--- src/rtl/mem_access_unit.sv ---
// Load/store initiator: turns one RV32I B/H/W access at a time into word-wide memory
// transactions, using read-modify-write for sub-word stores. Optional MAU_BOUNDS_CHECK_EN adds a range check.
module mem_access_unit #(
  parameter int MEM_DEPTH = 256
) (
  input  logic        clk,
  input  logic        rst_n,
  input  logic        req_valid,
  output logic        req_ready,
  input  logic        req_we,
  input  logic [2:0]  req_funct3,
  input  logic [31:0] req_addr,
  input  logic [31:0] req_wdata,
  output logic        resp_valid,
  output logic [31:0] resp_rdata,
  output logic        resp_err,
  output logic        mem_ren,
  output logic [15:0] mem_raddr,
  input  logic [31:0] mem_rdata,
  output logic        mem_wen,
  output logic [15:0] mem_waddr,
  output logic [31:0] mem_wdata
);

  localparam logic [2:0] F3_B  = 3'b000;
  localparam logic [2:0] F3_H  = 3'b001;
  localparam logic [2:0] F3_W  = 3'b010;
  localparam logic [2:0] F3_BU = 3'b100;
  localparam logic [2:0] F3_HU = 3'b101;

  typedef enum logic [1:0] {IDLE, READ, WRITE, RESP} state_t;

  state_t      state_q, state_d;
  logic        err_q;
  logic        we_q;
  logic [2:0]  f3_q;
  logic [31:0] addr_q;
  logic [31:0] wdata_q;
  logic [15:0] waddr_q;
  logic [31:0] merged_q;
  logic [31:0] rdata_q;
  logic        accept;
  logic        acc_err;

  function automatic logic req_error(input logic we, input logic [2:0] f3,
                                     input logic [31:0] a);
    logic e;
    case (f3)
      F3_B:         e = 1'b0;
      F3_H:         e = a[0];
      F3_W:         e = |a[1:0];
      F3_BU:        e = we;
      F3_HU:        e = we | a[0];
      default:      e = 1'b1;
    endcase
`ifdef MAU_BOUNDS_CHECK_EN
    if ({2'b00, a[31:2]} >= 32'(MEM_DEPTH)) e = 1'b1;
`endif
    return e;
  endfunction

  function automatic logic [31:0] extract_load(input logic [31:0] w, input logic [1:0] lane,
                                               input logic [2:0] f3);
    logic signed [7:0]  b;
    logic signed [15:0] h;
    logic [31:0]        r;
    case (lane)
      2'd0:    b = w[7:0];
      2'd1:    b = w[15:8];
      2'd2:    b = w[23:16];
      default: b = w[31:24];
    endcase
    h = lane[1] ? w[31:16] : w[15:0];
    case (f3)
      F3_B:    r = {{24{b[7]}}, b};
      F3_BU:   r = {24'd0, b};
      F3_H:    r = {{16{h[15]}}, h};
      F3_HU:   r = {16'd0, h};
      default: r = w;
    endcase
    return r;
  endfunction

  function automatic logic [31:0] merge_store(input logic [31:0] w, input logic [31:0] d,
                                              input logic [1:0] lane, input logic [2:0] f3);
    logic [31:0] r;
    r = w;
    case (f3)
      F3_B: begin
        case (lane)
          2'd0:    r[7:0]   = d[7:0];
          2'd1:    r[15:8]  = d[7:0];
          2'd2:    r[23:16] = d[7:0];
          default: r[31:24] = d[7:0];
        endcase
      end
      F3_H: begin
        if (lane[1]) r[31:16] = d[15:0];
        else         r[15:0]  = d[15:0];
      end
      default: r = d;
    endcase
    return r;
  endfunction

  assign accept  = (state_q == IDLE) && req_valid;
  assign acc_err = req_error(req_we, req_funct3, req_addr);

  // Control state: the only registers that see reset
  always_ff @(posedge clk or negedge rst_n) begin
    if (!rst_n) begin
      state_q <= IDLE;
      err_q   <= 1'b0;
    end else begin
      state_q <= state_d;
      if (accept) err_q <= acc_err;
    end
  end

  // Request capture, then load extraction or store merge in READ
  always_ff @(posedge clk) begin
    if (accept) begin
      we_q     <= req_we;
      f3_q     <= req_funct3;
      addr_q   <= req_addr;
      wdata_q  <= req_wdata;
      waddr_q  <= req_addr[17:2];
      merged_q <= req_wdata;
      rdata_q  <= 32'd0;
    end else if (state_q == READ) begin
      if (we_q) merged_q <= merge_store(mem_rdata, wdata_q, addr_q[1:0], f3_q);
      else      rdata_q  <= extract_load(mem_rdata, addr_q[1:0], f3_q);
    end
  end

  always_comb begin
    state_d    = state_q;
    req_ready  = 1'b0;
    resp_valid = 1'b0;
    resp_rdata = 32'd0;
    resp_err   = 1'b0;
    mem_ren    = 1'b0;
    mem_raddr  = 16'd0;
    mem_wen    = 1'b0;
    mem_waddr  = 16'd0;
    mem_wdata  = 32'd0;
    case (state_q)
      IDLE: begin
        req_ready = 1'b1;
        if (req_valid) begin
          if (acc_err)                                  state_d = RESP;
          else if (req_we && (req_funct3 == F3_W))      state_d = WRITE;
          else                                          state_d = READ;
        end
      end
      READ: begin
        mem_ren   = 1'b1;
        mem_raddr = waddr_q;
        state_d   = we_q ? WRITE : RESP;
      end
      WRITE: begin
        mem_wen   = 1'b1;
        mem_waddr = waddr_q;
        mem_wdata = merged_q;
        state_d   = RESP;
      end
      default: begin
        resp_valid = 1'b1;
        resp_rdata = rdata_q;
        resp_err   = err_q;
        state_d    = IDLE;
      end
    endcase
  end

endmodule

--- config.mk ---
export PLATFORM = sky130hd
export DESIGN_NAME = mem_access_unit
export DESIGN_NICKNAME = d
export VERILOG_FILES = /design/src/rtl/mem_access_unit.sv
export SDC_FILE = /design/constraint.sdc
export NUM_CORES = 1
export LEC_CHECK = 0
export ABC_AREA = 1
export BUFFER_PORTS_ARGS = -buffer_cell sky130_fd_sc_hd__buf_2
export CORE_MARGIN = 2
export CORE_UTILIZATION = 57
export CTS_BUF_LIST = sky130_fd_sc_hd__clkbuf_16
export DETAILED_ROUTE_END_ITERATION = 8
export PLACE_DENSITY = 0.86
export SYNTH_ARGS = -nofsm -noshare
export SYNTH_HDL_FRONTEND = slang
export SYNTH_SLANG_ARGS = --single-unit
--- constraint.sdc ---
create_clock -name clk -period 3.7 [get_ports clk]
set_clock_uncertainty 0.15 [all_clocks]
set_input_delay 0 -clock clk [delete_from_list [all_inputs] [get_ports clk]]
set_output_delay 0 -clock clk [all_outputs]
set_load 0.01 [all_outputs]
Word-level counts from Yosys, hierarchy flattened
Cells that the tools add are included.
{ "op_classes": {"n_eq_ne": 12, "mux": 28, "bitwise_logic": 2, "n_reduce_logical": 13} }
{ "op_table": {"columns": ["operator", "n"], "rows": [
  ["$mux 32", 5],
  ["$pmux 32 s4", 1],
  ["$mux 16", 5],
  ["$pmux 32 s2", 1],
  ["$mux 8", 4],
  ["$pmux 8 s3", 1],
  ["$eq 3x3->1 const B", 4],
  ["$eq 3x1->1 const B", 2],
  ["$logic_not 3->1", 2],
  ["$mux 1", 6],
  ["$mux 2", 3],
  ["$pmux 2 s3", 1],
  ["$reduce_or 3->1", 2],
  ["$pmux 1 s5", 1],
  ["$eq 2x1->1 const B", 2],
  ["$eq 2x2->1 const B", 2],
  ["$logic_not 2->1", 2],
  ["$reduce_and 2->1", 2],
  ["$reduce_bool 2->1", 2],
  ["$eq 3x2->1 const B", 1],
  ["$logic_and 1x1->1", 2],
  ["$ne 2x2->1 const B", 1],
  ["$reduce_or 2->1", 1],
  ["$not 1->1", 1],
  ["$or 1x1->1", 1]
]} }
{ "word_totals": {"reg_bits": 121, "in_bits": 103, "out_inout_bits": 101} }

Depth between registers and ports, before layout
Gate-level depths: netlist of the first run.
{ "logic_depth": {"word_depth": 7, "ltp_mapped": 11} }

Least setup slack after synthesis of the first run
OpenSTA, ideal clock, no wires.
{ "synth_path": {"path_type": "register to register", "from": "reg state_q[0]", "to": "reg addr_q[0] (enable)", "setup_time_ps": 390, "arrival_ps": 1951, "t_required_ps": 3160, "slack_ps": 1209, "path_stages_with_launch": 7, "cell_sequence": "dfrtp_1 inv_1 ha_1 nand2_1 inv_1 buf_2 buf_2"} }
{ "synth_between": {"elab_chain_len": 2} }
{ "synth_lines": {"columns": ["element", "line", "rtl"], "rows": [
  ["from (decl)", "33", "state_t state_q, state_d;"],
  ["from (signal assigned)", "115", "state_q <= state_d;"],
  ["$logic_not 2->1", "106", "assign accept = (state_q == IDLE) && req_valid;"],
  ["$logic_and 1x1->1", "106", null],
  ["via accept", "42", "logic accept;"],
  ["to (signal assigned)", "125", "addr_q <= req_addr;"],
  ["to (decl)", "37", "logic [31:0] addr_q;"]
]} }
The timed path passes the listed nets, and every way through them passes these cells.
A chain may end at the register's enable or synchronous reset.

Final worst setup path of the first run
{ "layout_path": {"from": "reg f3_q[1]", "to": "reg rdata_q[18]"} }
{ "layout_between": {"elab_chain_len": 2, "elab_cells_between_ends": 5, "cone_classes": "eq/ne (3); mux (1); reduce/logical (1)"} }
{ "layout_lines": {"columns": ["element", "line", "rtl"], "rows": [
  ["from (decl)", "36", "logic [2:0] f3_q;"],
  ["from (signal assigned)", "124", "f3_q <= req_funct3;"],
  ["$eq 3x3->1 (tied with other cells)", "74", "case (f3)"],
  ["$pmux 32 s4 (*)", "74", null],
  ["to (signal assigned)", "132", "else rdata_q <= extract_load(mem_rdata, addr_q[1:0], f3_q);"],
  ["to (decl)", "41", "logic [31:0] rdata_q;"]
]} }
Every way passes the cells marked *; elsewhere a longest branch is shown, timed or not.

==> run summary, run 1 <==
Synthesized net count - 1,125
Slowest-stage cell, CP - inv_2
Synth area leaders - edfxtp_1 35%, nand2_1 19%, inv_1 8.9%, dfxtp_1 8.8%, nor2_1 4.6%
Final Max Slew Viols - 0
Worst skew pair latency - 0.42 ns
Switching pwr - 2.71 mW
Final Hold Viols - 0
Max cap viols - 0
Register area share after synthesis - 45.2%
Starting Density - 58.1%
Post-synth top area share - 35.4%
Cell with the most instances after synthesis - nand2_1
First drt pass iteration count - 8
Kind of critical path - reg -> reg
Initial DRC Count - 1,185
Boundary pin count - 204
Combinational power share - 40.4%
FF+latch count, synth - 121
Global route total overflow - 0
Sink Count - 121
Synth Cell Area - 7300 um2
Fillers - 788
Fin util - 77.8%
Clock power share - 26.4%
Cell taking the most area after synthesis - edfxtp_1
Clk slew on worst S/H paths - 0.06 ns
Largest net degree at the start of global routing - 83
Status - finished clean
CP Capture Type - flop
Max VDD drop - 0.000556 V
Relative slew slack - 18.4%
Placed cells - 1,333
Worst path cell trace - inv_2 > nand3_1 > inv_2 > nand3_1 > nand2_4 > o21ai_0 > inv_1
Wire per inst - 17.1 um
Max frequency - 335 MHz
Post-route DRC - 0
Setup_tns - 0 ns
Row count - 41
Synthesized instance count - 1,018
CTS H-tree lvls - 4
Final setup vio count - 0
Leakage - 5.44 nW
GPL Wtd Cong - 0.930
Post-synth top cells - 367 x nand2_1, 174 x inv_1, 89 x nor2_1
Layout cells sized above 1 - 21.7%
Crit path max-delay family - buffers and inverters
Die Span Y - 117 um
Sequential Power Share - 33.2%
Period utilization - 80.7%
TritonCTS clock tree - done
Buffer and inverter count on the worst path - 3
Worst EP required - 3.91 ns
Post-DP Area - 8260 um2
M3 GR Usage - 10.1%
Reg2Reg Setup Slack - 0.72 ns
Area grow syn2layout - 33.9%
Int Power - 4.05 mW
Design Area, Final - 9770 um2
Register area - 3300 um2
Total number of vias - 8,146
Die X - 117 um
Sw Ratio - 40.1%
Critical Path Max Stage Delay - 0.61 ns
HPWL Detailed - 14,000 um
Worst EP arrival - 3.20 ns
GRT Max-Usage Layer - met2
Layout Cells excl Fill - 1,454
Tmin final - 2.98 ns
Post-synth ARST share - 2.48%
Post-synth EDFFs - 86
Die area - 13,700 um2
Gr usage total - 36.6%
Slew @ Worst Pin - 1.22 ns
GR Util met1 - 42.5%
RSZ-0062 raised after global routing - no
Final wirelength - 24,900 um
Port Buffers - 189
Avg Inst Size Synth - 7.17 um2
Multi-input logic area - 3030 um2
GRT met2 Usage - 60.1%
Number of global-route vias before repair - 7,514
Synth Warn # - 0
Power per cell area - 692 nW/um2
Post-synthesis cell type count - 36
Startpoint class of the critical path - flop
Top_reg_cell synth - edfxtp_1
CTS buffer count - 17
Clk buf depth - 2
Critical-path maximum fanout - 30
Antenna Nets Post-Route - 0
Root Buffer - clkbuf_16
Post-CTS resize count - 0
Core ar. - 12,600 um2
Vias/cell - 5.60
Antenna cell count - 0
First-pass GRT wire length - 37,900 um
Final nets - 1,376
Hold WC Path Type - in -> reg
Initial antenna violation count - 0
==> per-stage QoR <==
step / setup WS (ns) / power (mW) / hold WS [ns]
after floorplan: 1.21 / 3.96 / -0.446
after global placement: 0.968 / 4.64 / -0.350
after detailed placement: 0.913 / 4.72 / -0.344
after CTS: 0.875 / 6.59 / 0.144
after global routing: 0.594 / 7.16 / 0.150
final: 0.716 / 6.76 / 0.144
==> power groups by stage <==
stage / Combinational, mW / Clock [mW] / Sequential (mW)
floorplan: 1.79 / 0 / 2.16
global placement: 2.42 / 0 / 2.22
detailed placement: 2.49 / 0 / 2.23
CTS: 2.61 / 1.77 / 2.21
global route: 3.05 / 1.83 / 2.27
finish: 2.73 / 1.79 / 2.25
==> cells in the final DEF (no fill, tap or decap), types with 2 or more instances in the layout <==
master,instances
nand2_1,367
bufinv_16,4
clkinv_4,4
inv_1,174
clkbuf_16,17
nand4_1,8
buf_2,189
dfxtp_1,32
edfxtp_1,86
nand3_1,58
clkinv_2,3
inv_6,2
dlygate4sd3_1,89
o21ai_2,10
nand2_2,4
o21ai_1,9
nor2_2,2
a21o_1,8
inv_2,9
or2_2,6
o211ai_2,10
nor2_1,88
o21ai_0,25
a21oi_1,9
clkinvlp_4,2
ha_1,3
buf_4,7
o211ai_1,24
nor3_1,14
nor2_4,3
dfrtp_1,3
a31oi_1,3
==> final cells by class <==
| type | count | area share [%] |
|---|---|---|
| Tap cell | 172 | 2.20 |
| Inverter | 185 | 7.16 |
| Timing Repair Buffer | 286 | 19.5 |
| Sequential cell | 121 | 33.7 |
| Clock buffer | 17 | 4.35 |
| Multi-Input combinational cell | 658 | 31.0 |
| Clock inverter | 15 | 2.05 |
==> routing by layer <==
layer	routed length (um)	share of wire (%)	up-vias
li1	-	-	3668
met1	8720	35	3648
met2	11600	47	662
met3	2710	11	168
met4	1830	7.3	0
met5	0	0	-
==> kinds of logic (layout without fill, tap and decap cells) <==
logic type | Yosys count | in the layout | share of synthesized area (%)
compound gates | 100 | 100 | 9.60
buf+inv | 239 | 503 | 13.5
flops | 121 | 121 | 45.2
fa+ha+maj | 4 | 4 | 0.686
simple gates | 554 | 554 | 31.0
==> sequential cells by signal (all words and copies together) (netlist names) <==
signal    flops
addr_q        2
waddr_q      16
we_q          1
state_q       2
wdata_q      32
merged_q     32
rdata_q      32
err_q         1
f3_q          3
==> worst paths after layout <==
check,start,to,cells after the start
min,req_addr[7],waddr_q[5],2
max in group asynchronous,rst_n,err_q,3
max,f3_q[1],rdata_q[18],7
max reg2reg,f3_q[1],rdata_q[18],7
min reg2reg,rdata_q[0],rdata_q[0],2
min in group asynchronous,rst_n,state_q[0],3
==> repair_timing <==
action / CTS / global route
buffers inserted: 0 / 0
hold buffers: 89 / 0
endpoints found under the hold margin: 124 / 0
setup endpoints to repair: 0 / 0
No activity file was read; power rests on OpenSTA's default activity.
==> run 2: changes to the inputs <==
Settings changed: ABC_AREA 1 to 0, CORE_UTILIZATION 57 to 46, PLACE_DENSITY 0.86 to 0.77.
Clock period 3.7 ns to 2.7 ns, I/O delays scaled along.
==> run 2 against run 1 <==
  * First-iteration DRC count decreased by 37%
  * Global-route usage decreased by 9.2 points
  * Clock power increased by 32%
  * Synthesized cell count decreased by 44%
  * Critical endpoint is now merged_q[27]
  * Largest power group is now sequential cells
==> run summary, run 2 <==
Post-synth ARST share - 2.48% (unchanged)
Final wirelength - 19,500 um (-22%)
Die X - 119 um (+1.7%)
Row count - 42 (+2.4%)
Slowest-stage cell, CP - a222oi_1
Period utilization - 88.3% (+7.7 points)
Critical-path maximum fanout - 8 (-73%)
Post-synth top area share - 42.4% (+7.0 points)
Total number of vias - 5,728 (-30%)
CTS buffer count - 17 (unchanged)
Layout cells sized above 1 - 29.9% (+8.2 points)
Top_reg_cell synth - edfxtp_1
RR Startpoint - addr_q[0]
Status - finished clean
GPL Wtd Cong - 0.915 (-1.6%)
Root Buffer - clkbuf_16
Synthesized net count - 680 (-40%)
Final Hold Viols - 0 (unchanged)
Final setup vio count - 0 (unchanged)
Register area share after synthesis - 54.1% (+8.9 points)
Max VDD drop - 0.000527 V (-5.3%)
Final nets - 950 (-31%)
Wire per inst - 18.9 um (+10%)
Relative slew slack - 47.1% (+29 points)
Synthesized instance count - 573 (-44%)
Synth area leaders - edfxtp_1 42%, dfxtp_1 11%, and2_1 10%, a21oi_1 4.4%, a222oi_1 3.9%
Hold Path End - waddr_q[3]
Reg-to-reg critical path endpoint - merged_q[27]
Startpoint class of the critical path - flop
Post-synth EDFFs - 86 (unchanged)
Power per cell area - 946 nW/um2 (+37%)
R2R cell count - 4 (-3)
Core ar. - 13,100 um2 (+4.1%)
First drt pass iteration count - 7 (-1)
Starting Density - 46.6% (-12 points)
Antenna cell count - 0 (unchanged)
Gr usage total - 27.4% (-9.2 points)
Vias/cell - 5.55 (-0.93%)
Setup_tns - 0 ns (unchanged)
Largest net degree at the start of global routing - 70 (-16%)
Worst path cell trace - nand2_2 > mux2_2 > a222oi_1 > a21oi_1
Global route total overflow - 0 (unchanged)
Most common cell after layout, fill and taps aside - buf_2
Antenna Nets Post-Route - 0 (unchanged)
FF+latch count, synth - 121 (unchanged)
Max cap viols - 0 (unchanged)
Critical Path Max Stage Delay - 0.65 ns (+0.04 ns)
Clk buf depth - 2 (unchanged)
Initial antenna violation count - 0 (unchanged)
RSZ-0062 raised after global routing - no
Cell with the most instances after synthesis - and2_1
Synth Cell Area - 6100 um2 (-17%)
First-pass GRT wire length - 29,700 um (-22%)
Die Span Y - 119 um (+1.7%)
Tmin final - 2.38 ns (-0.600 ns)
Clk slew on worst S/H paths - 0.06 ns (about the same)
CTS H-tree lvls - 4 (unchanged)
Die area - 14,200 um2 (+3.3%)
Most frequent cells in the layout - 189 x buf_2, 97 x and2_1, 89 x dlygate4sd3_1
Worst EP arrival - 2.38 ns (-0.82 ns)
Worst EP required - 2.69 ns (-1.22 ns)
HPWL Detailed - 12,900 um (-8.0%)
Hold_sp - req_addr[5]
Hold WC Path Type - in -> reg
Final setup margin - 0.316 ns (-0.400 ns)
Post-synth top cells - 97 x and2_1, 86 x edfxtp_1, 54 x a21oi_1
Post-route DRC - 0 (unchanged)
Avg Inst Size Synth - 10.6 um2 (+48%)
Fin util - 66.4% (-11 points)
Worst skew pair latency - 0.42 ns (about the same)
Slew @ Worst Pin - 0.787 ns (-0.438 ns)
Reg2Reg Setup Slack - 0.32 ns (-0.40 ns)
CP Capture Type - flop
Kind of critical path - reg -> reg
Port Buffers - 189 (unchanged)
Synth Warn # - 0 (unchanged)
Initial DRC Count - 750 (-37%)
Place WS - 0.442 ns (-0.472 ns)
Post-synthesis cell type count - 46 (+28%)
Top Registers - merged_q (32), rdata_q (32), wdata_q (32)
WHS Path Cells - 2 (unchanged)
Number of global-route vias before repair - 5,559 (-26%)
Boundary pin count - 204 (unchanged)
TritonCTS clock tree - done
Max frequency - 419 MHz (+25%)
Area grow syn2layout - 42.6%
Final Max Slew Viols - 0 (unchanged)
Sink Count - 121 (unchanged)
Cell taking the most area after synthesis - edfxtp_1
Leakage - 3.75 nW (-31%)
-- run 2: changes by cell type in the layout (fill, tap and decap cells not counted), moves of 10 or more --
| cell | before | now |
|---|---|---|
| a21oi_1 | 9 | 54 |
| a222oi_1 | 0 | 24 |
| and2_1 | 0 | 97 |
| inv_1 | 174 | 14 |
| mux2_2 | 0 | 13 |
| mux2i_1 | 0 | 19 |
| nand2_1 | 367 | 29 |
| nand3_1 | 58 | 1 |
| nor2_1 | 88 | 44 |
| nor3_1 | 14 | 3 |
| o211ai_1 | 24 | 3 |
| o211ai_2 | 10 | 0 |
| o21ai_0 | 25 | 38 |
-- run 2: metrics by stage --
stage	cell area (um2)	total power, mW	std cells	hold slack [ns]
after global placement	7190	5.61	911	-0.351
after floorplan	6100	4.71	573	-0.446
after detailed placement	7190	5.74	911	-0.347
final	8690	8.23	1032	0.141
after CTS	8690	8.20	1032	0.131
after global routing	8690	8.64	1032	0.132
-- run 2: worst max-delay path, delay by kind of cell (launching register included) --
| kind | cells | cell delay, ns |
|---|---|---|
| compound gates | 2 | 0.79 |
| simple gates | 1 | 0.26 |
| flops | 1 | 0.54 |
| mux | 1 | 0.36 |
-- run 2: final cells by class --
cell class	count	area, um2
Clock inverter	15	185
Tap cell	176	220
Inverter	13	48.8
Clock buffer	17	425
Sequential cell	121	3300
Timing Repair Buffer	294	1970
Multi-Input combinational cell	396	2540
Fill cell	1007	4390
-- run 2: routing by layer --
layer	global-route usage, %	part of all wire [%]	up-vias
li1	-	-	2652
met1	35.4	40	2747
met2	43.9	48	290
met3	6.70	8.2	39
met4	11.7	2.9	0
met5	0	0	-
-- run 2: where the power goes --
part	total, mW	switching (mW)	internal [mW]	leakage, nW
Clock	2.36	0.833	1.53	0.295
Combinational	2.88	1.71	1.17	2.35
Sequential	2.98	0.268	2.71	1.10
-- run 2: cells by family after synthesis --
group	after synthesis	synth area share, %
flip-flops	121	54.1
AO/OA/AOI/OAI	158	16.9
adder cells (fa/ha/maj)	4	0.821
multiplexers	32	5.52
AND/OR/NAND/NOR	202	18.5
buffers and inverters	56	4.19
-- run 2: worst max-delay path by stage --
| stage | depth (start not counted) | end | startpoint | slack (ns) |
|---|---|---|---|---|
| CTS | 5 | merged_q[21] | f3_q[0] | 0.42 |
| detailed placement | 5 | merged_q[19] | f3_q[0] | 0.44 |
| floorplan | 6 | merged_q[0] | state_q[0] | 0.09 |
| global placement | 4 | merged_q[27] | addr_q[0] | 0.48 |
| global route | 5 | merged_q[30] | f3_q[0] | 0.23 |
| finish | 4 | merged_q[27] | addr_q[0] | 0.32 |
-- run 2: what timing repair did --
item / 4_1_cts / 5_1_grt
endpoints found under the hold margin: 124 / 0
setup buffers: 0 / 0
hold buffers: 89 / 0
resized for setup: 0 / 0
==> run 3: changes to the inputs <==
--- a/constraint.sdc
+++ b/constraint.sdc
@@ -4,2 +4,2 @@
 set_output_delay 0 -clock clk [all_outputs]
-set_load 0.01 [all_outputs]
+set_load 0.05 [all_outputs]
==> run 3 against run 2 <==
  * The run now ends with design-rule violations left
  * Non-clock buffer count is the same
  * Sequential cell count did not move
  * Highest routed layer unchanged
  * Combinational power increased by 47%
  * Clock-buffer cell count unchanged
==> run summary, run 3 (synthesis gave the netlist of run 2 again) <==
GPL Wtd Cong - 0.894 (-2.3%)
Post-route DRC - 17 (+17)
Startpoint class of the critical path - flop
CP Capture Type - flop
Hold WC Path Type - in -> reg
Initial DRC Count - 828 (+10%)
Max VDD drop - 0.000516 V (-2.1%)
Failing checks - design-rule violations
Area grow syn2layout - 42.8%
Worst EP arrival - 2.47 ns (+0.09 ns)
Leakage - 3.75 nW (about the same)
CTS H-tree lvls - 4 (unchanged)
Die Span Y - 119 um (unchanged)
Top Registers - merged_q (32), rdata_q (32), wdata_q (32)
First-pass GRT wire length - 30,500 um (+2.7%)
Global route total overflow - 0 (unchanged)
Reg2Reg Setup Slack - 0.33 ns (+0.02 ns)
Largest net degree at the start of global routing - 69 (-1.4%)
Final wirelength - 20,100 um (+3.1%)
Critical-path maximum fanout - 12 (+4)
Final Max Slew Viols - 0 (unchanged)
Boundary pin count - 204 (unchanged)
Most frequent cells in the layout - 189 x buf_2, 97 x and2_1, 89 x dlygate4sd3_1
Vias/cell - 5.63 (+1.5%)
First drt pass iteration count - 9 (+2)
HPWL Detailed - 13,300 um (+2.8%)
Power per cell area - 1100 nW/um2 (+16%)
Starting Density - 46.6% (unchanged)
Slew @ Worst Pin - 0.820 ns (+0.0326 ns)
Root Buffer - clkbuf_16
Gr usage total - 28.4% (+1.0 points)
Total number of vias - 5,820 (+1.6%)
Setup_tns - 0 ns (unchanged)
RSZ-0062 raised after global routing - no
Tmin final - 2.37 ns (-0.0171 ns)
Max frequency - 422 MHz (+0.72%)
Worst skew pair latency - 0.42 ns (about the same)
Row count - 42 (unchanged)
Period utilization - 87.7% (-0.63 points)
TritonCTS clock tree - done
Status - finished, violations left
Antenna Nets Post-Route - 0 (unchanged)
Core ar. - 13,100 um2 (unchanged)
Final setup vio count - 0 (unchanged)
Final Hold Viols - 0 (unchanged)
Max cap viols - 0 (unchanged)
Port Buffers - 189 (unchanged)
Number of global-route vias before repair - 5,628 (+1.2%)
Layout cells sized above 1 - 30.1% (+0.23 points)
Die X - 119 um (unchanged)
Kind of critical path - reg -> reg
Fillers - 1,006 (-0.099%)
CTS buffer count - 17 (unchanged)
Worst EP required - 2.80 ns (+0.11 ns)
Most common cell after layout, fill and taps aside - buf_2
Die area - 14,200 um2 (unchanged)
Wire per inst - 19.5 um (+3.0%)
Hold_ws - 0.143 ns (+0.00169 ns)
Initial antenna violation count - 1 (+1)
Relative slew slack - 45.1% (-2.0 points)
Clk buf depth - 2 (unchanged)
Final nets - 950 (unchanged)
Clk slew on worst S/H paths - 0.06 ns (about the same)
Setup bufs post-CTS - 0 (unchanged)
Sink Count - 121 (unchanged)
-- run 3: final timing paths --
path,from,to,depth (start not counted)
min in group asynchronous,rst_n,state_q[0],3
max in group asynchronous,rst_n,state_q[1],3
setup reg to reg,f3_q[0],merged_q[22],4
hold reg to reg,err_q,err_q,2
hold / removal,req_addr[6],waddr_q[4],2
setup / recovery,f3_q[0],merged_q[22],4
-- run 3: layout make-up --
cell class	instances	area, um2	share of cell area (%)
flip-flops and latches	121	3300	37.9
multi-input cells	396	2560	29.4
repair buffers	294	1970	22.6
clock buffers	17	425	4.89
well taps	176	220	2.53
clock inverters	15	185	2.13
inverters	13	48.8	0.560
diodes	1	2.50	0.0287
-- run 3: where the power goes --
part / total (mW) / internal, mW / switching, mW
Sequential: 3.00 / 2.71 / 0.287
Clock: 2.36 / 1.53 / 0.832
Combinational: 4.22 / 1.18 / 3.04
-- run 3: routing by layer --
metal	share of wire, %	track usage [%]
met4	3.2	13.1
met3	8.7	5.36
met5	0	0
met2	48	46.5
met1	40	36.5
-- run 3: stage by stage --
step | instance area, um2 | setup slack [ns] | power, mW | cells | util, %
after floorplan | 6100 | 0.0197 | 6.03 | 573 | -
after global placement | 7190 | 0.228 | 6.97 | 911 | 55.0
after detailed placement | 7190 | 0.0662 | 7.08 | 911 | 55.0
after CTS | 8700 | 0.220 | 9.54 | 1032 | 66.5
after global routing | 8710 | 0.174 | 9.99 | 1033 | 66.5
final | 8710 | 0.333 | 9.58 | 1033 | 66.5
-- run 3: what timing repair did --
item / CTS / global route
hold endpoints to repair: 124 / 0
setup endpoints to repair: 1 / 1
hold buffers: 89 / 0
gates resized for setup: 1 / 1
-- run 3: worst max-delay path, cell delays in order (launching register included) --
cell and delay (ns):
edfxtp_1 0.65, nand2b_1 0.21, nor3b_2 0.73, a222oi_1 0.21, a21oi_1 0.25
